===== src/rtl/dcache_pkg.sv =====
// Shared definitions for the N-way data-cache controller: state encoding,
// default geometry and a constant log2 helper.
package dcache_pkg;

   localparam int unsigned DC_WAYS     = 4;
   localparam int unsigned DC_SET_BITS = 4;

   typedef logic [2:0] dc_state_t;

   localparam dc_state_t ST_IDLE       = 3'd0;
   localparam dc_state_t ST_WRITE_BACK = 3'd1;
   localparam dc_state_t ST_FETCH      = 3'd2;
   localparam dc_state_t ST_FINISH     = 3'd3;
   localparam dc_state_t ST_FL_SCAN    = 3'd4;
   localparam dc_state_t ST_FL_WB      = 3'd5;
   localparam dc_state_t ST_FL_DONE    = 3'd6;

   // Ceiling log2, usable in parameter expressions.
   function automatic int unsigned dc_clog2(input int unsigned n);
      int unsigned r;
      r = 0;
      for (int unsigned i = 0; i < 32; i++) begin
         if ((32'd1 << i) < n) r = i + 1;
      end
      return r;
   endfunction

endpackage


===== src/rtl/dcache_way_enc.sv =====
// Priority encoder from a way vector to a way index; the lowest set bit wins,
// so an illegal multi-hot hit still selects a single deterministic way.
module dcache_way_enc
   import dcache_pkg::*;
#(
   parameter int unsigned WAYS     = DC_WAYS,
   parameter int unsigned WAY_BITS = dc_clog2(WAYS)
) (
   input  logic [WAYS-1:0]     i_vec,
   output logic [WAY_BITS-1:0] o_idx,
   output logic                o_any
);

   always_comb begin
      o_idx = '0;
      o_any = 1'b0;
      for (int i = int'(WAYS) - 1; i >= 0; i--) begin
         if (i_vec[i]) begin
            o_idx = WAY_BITS'(i);
            o_any = 1'b1;
         end
      end
   end

endmodule


===== src/rtl/dcache_ctrl_nway.sv =====
// N-way set-associative data-cache controller: hit/miss handling with victim
// write-back and refill, plus a whole-cache write-back flush. All outputs registered.
module dcache_ctrl_nway
   import dcache_pkg::*;
#(
   parameter int unsigned WAYS     = DC_WAYS,
   parameter int unsigned SET_BITS = DC_SET_BITS,
   parameter int unsigned WAY_BITS = dc_clog2(WAYS)
) (
   input  logic                clk,
   input  logic                rstn,
   input  logic                r_valid,
   input  logic                w_valid,
   input  logic [WAYS-1:0]     hit,
   input  logic [WAYS-1:0]     valid,
   input  logic [WAYS-1:0]     dirty,
   input  logic [WAY_BITS-1:0] victim,
   input  logic                flush_req,
   input  logic                dr_ready,
   input  logic                dw_ready,
   output logic                dr_valid,
   output logic                dw_valid,
   output logic [WAYS-1:0]     mem_we,
   output logic [WAYS-1:0]     tag_we,
   output logic                valid_set,
   output logic                dirty_set,
   output logic                dirty_clr,
   output logic [WAY_BITS-1:0] sel_way,
   output logic                lru_touch,
   output logic                data_from_mem,
   output logic                r_ready,
   output logic                w_ready,
   output logic                flush_active,
   output logic [SET_BITS-1:0] flush_set,
   output logic                flush_done
);

   dc_state_t           r_state, w_state_d;
   logic [WAY_BITS-1:0] r_sel_way, w_sel_way_d;
   logic [SET_BITS-1:0] r_flush_set, w_flush_set_d;
   logic                r_is_write, w_is_write_d;
   logic                r_dr_valid, w_dr_valid_d;
   logic                r_dw_valid, w_dw_valid_d;
   logic [WAYS-1:0]     r_mem_we, w_mem_we_d;
   logic [WAYS-1:0]     r_tag_we, w_tag_we_d;
   logic                r_valid_set, w_valid_set_d;
   logic                r_dirty_set, w_dirty_set_d;
   logic                r_dirty_clr, w_dirty_clr_d;
   logic                r_lru_touch, w_lru_touch_d;
   logic                r_data_from_mem, w_data_from_mem_d;
   logic                r_r_ready, w_r_ready_d;
   logic                r_w_ready, w_w_ready_d;
   logic                r_flush_active, w_flush_active_d;
   logic                r_flush_done, w_flush_done_d;

   logic [WAY_BITS-1:0] w_hit_idx;
   logic                w_hit_any;
   logic [WAYS-1:0]     w_hit_oh;
   logic [WAYS-1:0]     w_cur_oh;
   logic                w_req;
   logic                w_victim_dirty;
   logic                w_scan_dirty;
   logic                w_last_way;
   logic                w_last_set;
   logic                w_advance;

   dcache_way_enc #(
      .WAYS     (WAYS),
      .WAY_BITS (WAY_BITS)
   ) u_hit_enc (
      .i_vec (hit),
      .o_idx (w_hit_idx),
      .o_any (w_hit_any)
   );

   assign w_hit_oh       = WAYS'(1) << w_hit_idx;
   assign w_cur_oh       = WAYS'(1) << r_sel_way;
   assign w_req          = r_valid | w_valid;
   assign w_victim_dirty = valid[victim] & dirty[victim];
   assign w_scan_dirty   = valid[r_sel_way] & dirty[r_sel_way];
   assign w_last_way     = (r_sel_way == WAY_BITS'(WAYS - 1));
   assign w_last_set     = &r_flush_set;

   always_comb begin
      w_state_d         = r_state;
      w_sel_way_d       = r_sel_way;
      w_flush_set_d     = r_flush_set;
      w_is_write_d      = r_is_write;
      w_dr_valid_d      = r_dr_valid;
      w_dw_valid_d      = r_dw_valid;
      w_flush_active_d  = r_flush_active;
      w_mem_we_d        = '0;
      w_tag_we_d        = '0;
      w_valid_set_d     = 1'b0;
      w_dirty_set_d     = 1'b0;
      w_dirty_clr_d     = 1'b0;
      w_lru_touch_d     = 1'b0;
      w_data_from_mem_d = 1'b0;
      w_r_ready_d       = 1'b0;
      w_w_ready_d       = 1'b0;
      w_flush_done_d    = 1'b0;
      w_advance         = 1'b0;

      case (r_state)
         ST_IDLE: begin
            if (flush_req) begin
               w_state_d        = ST_FL_SCAN;
               w_flush_active_d = 1'b1;
               w_sel_way_d      = '0;
               w_flush_set_d    = '0;
            end else if (w_req) begin
               // A simultaneous read and write is served as a write.
               w_is_write_d = w_valid;
               if (w_hit_any) begin
                  w_state_d     = ST_FINISH;
                  w_sel_way_d   = w_hit_idx;
                  w_lru_touch_d = 1'b1;
                  if (w_valid) begin
                     w_mem_we_d    = w_hit_oh;
                     w_dirty_set_d = 1'b1;
                     w_w_ready_d   = 1'b1;
                  end else begin
                     w_r_ready_d = 1'b1;
                  end
               end else begin
                  w_sel_way_d = victim;
                  if (w_victim_dirty) begin
                     w_dw_valid_d = 1'b1;
                     w_state_d    = ST_WRITE_BACK;
                  end else begin
                     w_dr_valid_d = 1'b1;
                     w_state_d    = ST_FETCH;
                  end
               end
            end
         end
         ST_WRITE_BACK: begin
            if (dw_ready) begin
               w_dw_valid_d = 1'b0;
               w_dr_valid_d = 1'b1;
               w_state_d    = ST_FETCH;
            end
         end
         ST_FETCH: begin
            if (dr_ready) begin
               w_dr_valid_d      = 1'b0;
               w_state_d         = ST_FINISH;
               w_mem_we_d        = w_cur_oh;
               w_tag_we_d        = w_cur_oh;
               w_valid_set_d     = 1'b1;
               w_data_from_mem_d = 1'b1;
               w_lru_touch_d     = 1'b1;
               if (r_is_write) begin
                  w_dirty_set_d = 1'b1;
                  w_w_ready_d   = 1'b1;
               end else begin
                  w_dirty_clr_d = 1'b1;
                  w_r_ready_d   = 1'b1;
               end
            end
         end
         ST_FINISH: begin
            w_state_d = ST_IDLE;
         end
         ST_FL_SCAN: begin
            if (w_scan_dirty) begin
               w_dw_valid_d = 1'b1;
               w_state_d    = ST_FL_WB;
            end else begin
               w_advance = 1'b1;
            end
         end
         ST_FL_WB: begin
            // Two phases: wait for dw_ready, then hold sel_way for the dirty_clr cycle.
            if (r_dirty_clr) begin
               w_advance = 1'b1;
            end else if (dw_ready) begin
               w_dw_valid_d  = 1'b0;
               w_dirty_clr_d = 1'b1;
            end
         end
         ST_FL_DONE: begin
            w_state_d = ST_IDLE;
         end
         default: begin
            w_state_d = ST_IDLE;
         end
      endcase

      if (w_advance) begin
         if (w_last_way) begin
            w_sel_way_d = '0;
            if (w_last_set) begin
               w_state_d        = ST_FL_DONE;
               w_flush_done_d   = 1'b1;
               w_flush_active_d = 1'b0;
            end else begin
               w_flush_set_d = r_flush_set + 1'b1;
               w_state_d     = ST_FL_SCAN;
            end
         end else begin
            w_sel_way_d = r_sel_way + 1'b1;
            w_state_d   = ST_FL_SCAN;
         end
      end
   end

   always_ff @(posedge clk or negedge rstn) begin
      if (!rstn) begin
         r_state         <= ST_IDLE;
         r_sel_way       <= '0;
         r_flush_set     <= '0;
         r_is_write      <= 1'b0;
         r_dr_valid      <= 1'b0;
         r_dw_valid      <= 1'b0;
         r_mem_we        <= '0;
         r_tag_we        <= '0;
         r_valid_set     <= 1'b0;
         r_dirty_set     <= 1'b0;
         r_dirty_clr     <= 1'b0;
         r_lru_touch     <= 1'b0;
         r_data_from_mem <= 1'b0;
         r_r_ready       <= 1'b0;
         r_w_ready       <= 1'b0;
         r_flush_active  <= 1'b0;
         r_flush_done    <= 1'b0;
      end else begin
         r_state         <= w_state_d;
         r_sel_way       <= w_sel_way_d;
         r_flush_set     <= w_flush_set_d;
         r_is_write      <= w_is_write_d;
         r_dr_valid      <= w_dr_valid_d;
         r_dw_valid      <= w_dw_valid_d;
         r_mem_we        <= w_mem_we_d;
         r_tag_we        <= w_tag_we_d;
         r_valid_set     <= w_valid_set_d;
         r_dirty_set     <= w_dirty_set_d;
         r_dirty_clr     <= w_dirty_clr_d;
         r_lru_touch     <= w_lru_touch_d;
         r_data_from_mem <= w_data_from_mem_d;
         r_r_ready       <= w_r_ready_d;
         r_w_ready       <= w_w_ready_d;
         r_flush_active  <= w_flush_active_d;
         r_flush_done    <= w_flush_done_d;
      end
   end

   assign dr_valid      = r_dr_valid;
   assign dw_valid      = r_dw_valid;
   assign mem_we        = r_mem_we;
   assign tag_we        = r_tag_we;
   assign valid_set     = r_valid_set;
   assign dirty_set     = r_dirty_set;
   assign dirty_clr     = r_dirty_clr;
   assign sel_way       = r_sel_way;
   assign lru_touch     = r_lru_touch;
   assign data_from_mem = r_data_from_mem;
   assign r_ready       = r_r_ready;
   assign w_ready       = r_w_ready;
   assign flush_active  = r_flush_active;
   assign flush_set     = r_flush_set;
   assign flush_done    = r_flush_done;

endmodule

===== config.mk =====
export PLATFORM = sky130hd
export DESIGN_NAME = dcache_ctrl_nway
export DESIGN_NICKNAME = d
export VERILOG_FILES = /design/src/rtl/dcache_pkg.sv /design/src/rtl/dcache_way_enc.sv /design/src/rtl/dcache_ctrl_nway.sv
export SDC_FILE = /design/constraint.sdc
export NUM_CORES = 1
export LEC_CHECK = 0
export ABC_AREA = 1
export BUFFER_PORTS_ARGS = -buffer_cell sky130_fd_sc_hd__buf_2
export CORE_AREA = 2 2 65 67
export DETAILED_ROUTE_END_ITERATION = 10
export DIE_AREA = 0 0 67 69
export PLACE_DENSITY = 0.64
export SLEW_MARGIN = 20
export SYNTH_ARGS = -nofsm -noshare
export SYNTH_HDL_FRONTEND = slang
export SYNTH_SLANG_ARGS = --single-unit

===== constraint.sdc =====
create_clock -name clk -period 1.56 [get_ports clk]
set_input_delay 0.156 -clock clk [delete_from_list [all_inputs] [get_ports clk]]
set_output_delay 0.156 -clock clk [all_outputs]
set_load 0.01 [all_outputs]

==> key figures <==
Run status
  • Status: complete, no violations

STA
  • # setup viols final: 0
  • Achievable Freq: 0.6802 GHz
  • Fin Setup TNS: 0 ns
  • Slew Viols, Final: 0
  • Least-Margin Pin Slew: 0.5989 ns
  • Period minus WS final: 1.470 ns
  • Tcrit/Tclk final: 0.9425
  • Final hold violations: 0
  • Rel. slew slack: 0.6007
  • Final setup skew: 0.003053 ns

Critical path
  • Crit path largest cell delay: 0.45 ns
  • WS Path Type: reg2reg
  • Crit-path cells: nor3_2, inv_1, nor2_2, inv_2, o22ai_1
  • WP data required: 1.75 ns
  • Crit start category: flip-flop
  • Critical path buffer and inverter count: 2
  • Critical path endpoint category: flip-flop
  • Worst Path Arrival: 1.66 ns
  • Delay-heaviest family, CP: simple AND/OR/NAND/NOR gates
  • Crit path max-delay cell type: dfrtp_2
  • Max Fanout on Critical Path: 10

Die
  • Core Region: 0.003914 mm²
  • Die height: 69 µm
  • Die area: 0.004623 mm²
  • Io pins: 46
  • Cell Rows: 23
  • DIE WIDTH: 67 µm
  • Initial Utilization: 0.4194

Yosys
  • Syn Nets: 258
  • Synthesized area: 0.001642 mm²
  • Dominant cell type by area after synthesis: dfrtp_1
  • Cells after Synth: 232
  • Top-area cell type share of the netlist area: 0.4116
  • Cell variety after synth: 27
  • Post-synthesis register bit count: 27
  • Ys Warns: 0
  • Syn Area/Cell: 7.076 µm²
  • Synth top area cells: dfrtp_1 41%, nand2_1 16%, inv_1 6.9%
  • Post-synthesis sequential area ratio: 0.4116

Place
  • Placer Congestion: 0.9797
  • Dpl cells: 326
  • IO Port Bufs: 45
  • Dpl hpwl: 3.123 mm

Clocking
  • CTS buffer count: 3
  • H-tree Lvls: 1
  • Clock tree buffer depth: 2
  • Clk Latency, worst-skew pair: 0.27 ns
  • Register clock-pin slew on the reported worst setup and hold paths: 0.09 ns
  • Total clock sinks: 27
  • CTS tree: built
  • Clock root buffer: clkbuf_8

Routing
  • Detailed router's first-iteration violation count: 56
  • Remaining DRCs: 0
  • Via/cell ratio: 4.853
  • Router iterations before antenna repair: 4
  • Wire per inst: 12.14 µm
  • Total wire length: 4.056 mm
  • Total number of vias: 1621
  • Routed Antenna Nets: 0

Global routing
  • Number of global-route vias before repair: 1492
  • Initial antenna violation count: 0
  • First-pass GRT wire length: 6.520 mm
  • Largest net degree at the start of global routing: 28
  • Tot GR Track Use: 0.1775
  • GRT overflow: 0

Cells and area
  • # diodes: 0
  • Finished Layout Cells: 334
  • Layout cells sized above 1: 0.2782
  • Fin nets: 311
  • Synth-to-Final Area Change: 22.71%

Power and ir drop
  • PD cells: 1549 mW/mm²
  • Max VDD drop: 0.7283 mV
  • Leak: 1.182 nW

Job
  • Max cap viols: 0

Min path
  • Min-delay worst type: in2reg
## cell families (layout without fill, tap and decap cells)
group / after synthesis / in the layout / share of synthesized area
buffers and inverters: 40 / 91 / 0.1014
and+or+nand+nor: 130 / 131 / 0.3453
adders and majority gates: 5 / 5 / 0.03811
xor gates and xnor gates: 2 / 2 / 0.01067
DFF: 27 / 27 / 0.4116
AOI/OAI and AO/OA: 28 / 28 / 0.09299
## where the power goes
| group | internal [W] | switching [W] |
|---|---|---|
| clock network | 0.000183 | 0.000216 |
| logic | 0.000632 | 0.00104 |
| registers | 0.000878 | 0.000171 |
## placed cells by master, fill, tap and decap left out, types with 2 or more instances in the layout
cell / instances
nor3_1: 2
nand2_1: 71
o21ai_0: 12
inv_1: 28
a21oi_1: 5
clkbuf_8: 3
nor2_1: 19
buf_2: 45
o22ai_1: 6
buf_4: 5
inv_2: 7
nand2_2: 5
ha_1: 5
dfrtp_1: 25
nand4_1: 2
nand3_1: 21
nor2_2: 5
o21ai_1: 3
dfrtp_2: 2
## state kept, by name (all words and copies together) (netlist names)
register,count
r_is_write,1
lru_touch,1
dw_valid,1
tag_we,4
r_state,3
sel_way,2
dirty_clr,1
flush_active,1
dr_valid,1
flush_set,4
data_from_mem,1
flush_done,1
mem_we,4
w_ready,1
r_ready,1
## Yosys cell counts
master     number
buf_6           1
ha_1            5
nand2_2         3
nor2_1         21
nand4_1         2
buf_2           1
o21ai_1         1
nor2_2          3
nand2_1        72
o21ai_0        14
inv_2           6
or2_4           1
nor3_1          2
nor3_2          1
o2111ai_1       1
o22ai_1         6
nor2_4          1
xor2_1          1
nand3_1        22
buf_4           2
a31oi_1         1
xnor2_1         1
inv_1          30
a21oi_1         5
nand2_4         1
dfrtp_1        27
or2_2           1
## final cells by class
class,count,area [µm²]
tap,50,62.56
timing repair buffer,51,272.8
sequential,27,678.2
inverter,36,137.6
fill,437,1899
clock buffer,4,45.04
multi-input combinational,166,818.3
## worst paths after layout
kind                            startpoint          to  slack, ns  cells after the start
worst min-delay path               w_valid     r_ready       0.11                      2
max in group asynchronous             rstn  r_state[0]       0.72                      2
worst min register to register    dr_valid    dr_valid       0.48                      2
worst max register to register  r_state[0]     r_ready       0.09                      5
min in group asynchronous             rstn    dr_valid       0.42                      2
worst max-delay path            r_state[0]     r_ready       0.09                      5
## what timing repair did
item,4_1_cts,5_1_grt
setup buffers,0,2
resized for setup,0,11
hold endpoints to repair,27,0
hold buffers,1,0
setup endpoints to repair,0,15
## metal layers
layer  wire length (µm)  track usage  part of all wire  up-vias
li1                   -            -                 -      838
met1               1953       0.2600              0.48      733
met2               1878       0.2761              0.46       46
met3                180      0.01631             0.044        4
met4                 44      0.05215             0.011        0
met5                  0            0                 0        -
## stage by stage
step             util  cell area (µm²)  total power (W)  worst slack (ns)  hold WS, ns
6_report       0.5147             2014         0.003121           0.08977       0.1139
5_1_grt        0.5147             2014         0.003398         -0.003818       0.1177
4_1_cts        0.5048             1976         0.002997           0.05389       0.1109
3_5_place_dp   0.4907             1921         0.002595           0.06953       0.2085
3_3_place_gp   0.4907             1921         0.002585           0.06867       0.1992
2_1_floorplan       -             1642         0.002146            0.1149      -0.1396
No activity file was read; power rests on OpenSTA's default activity.
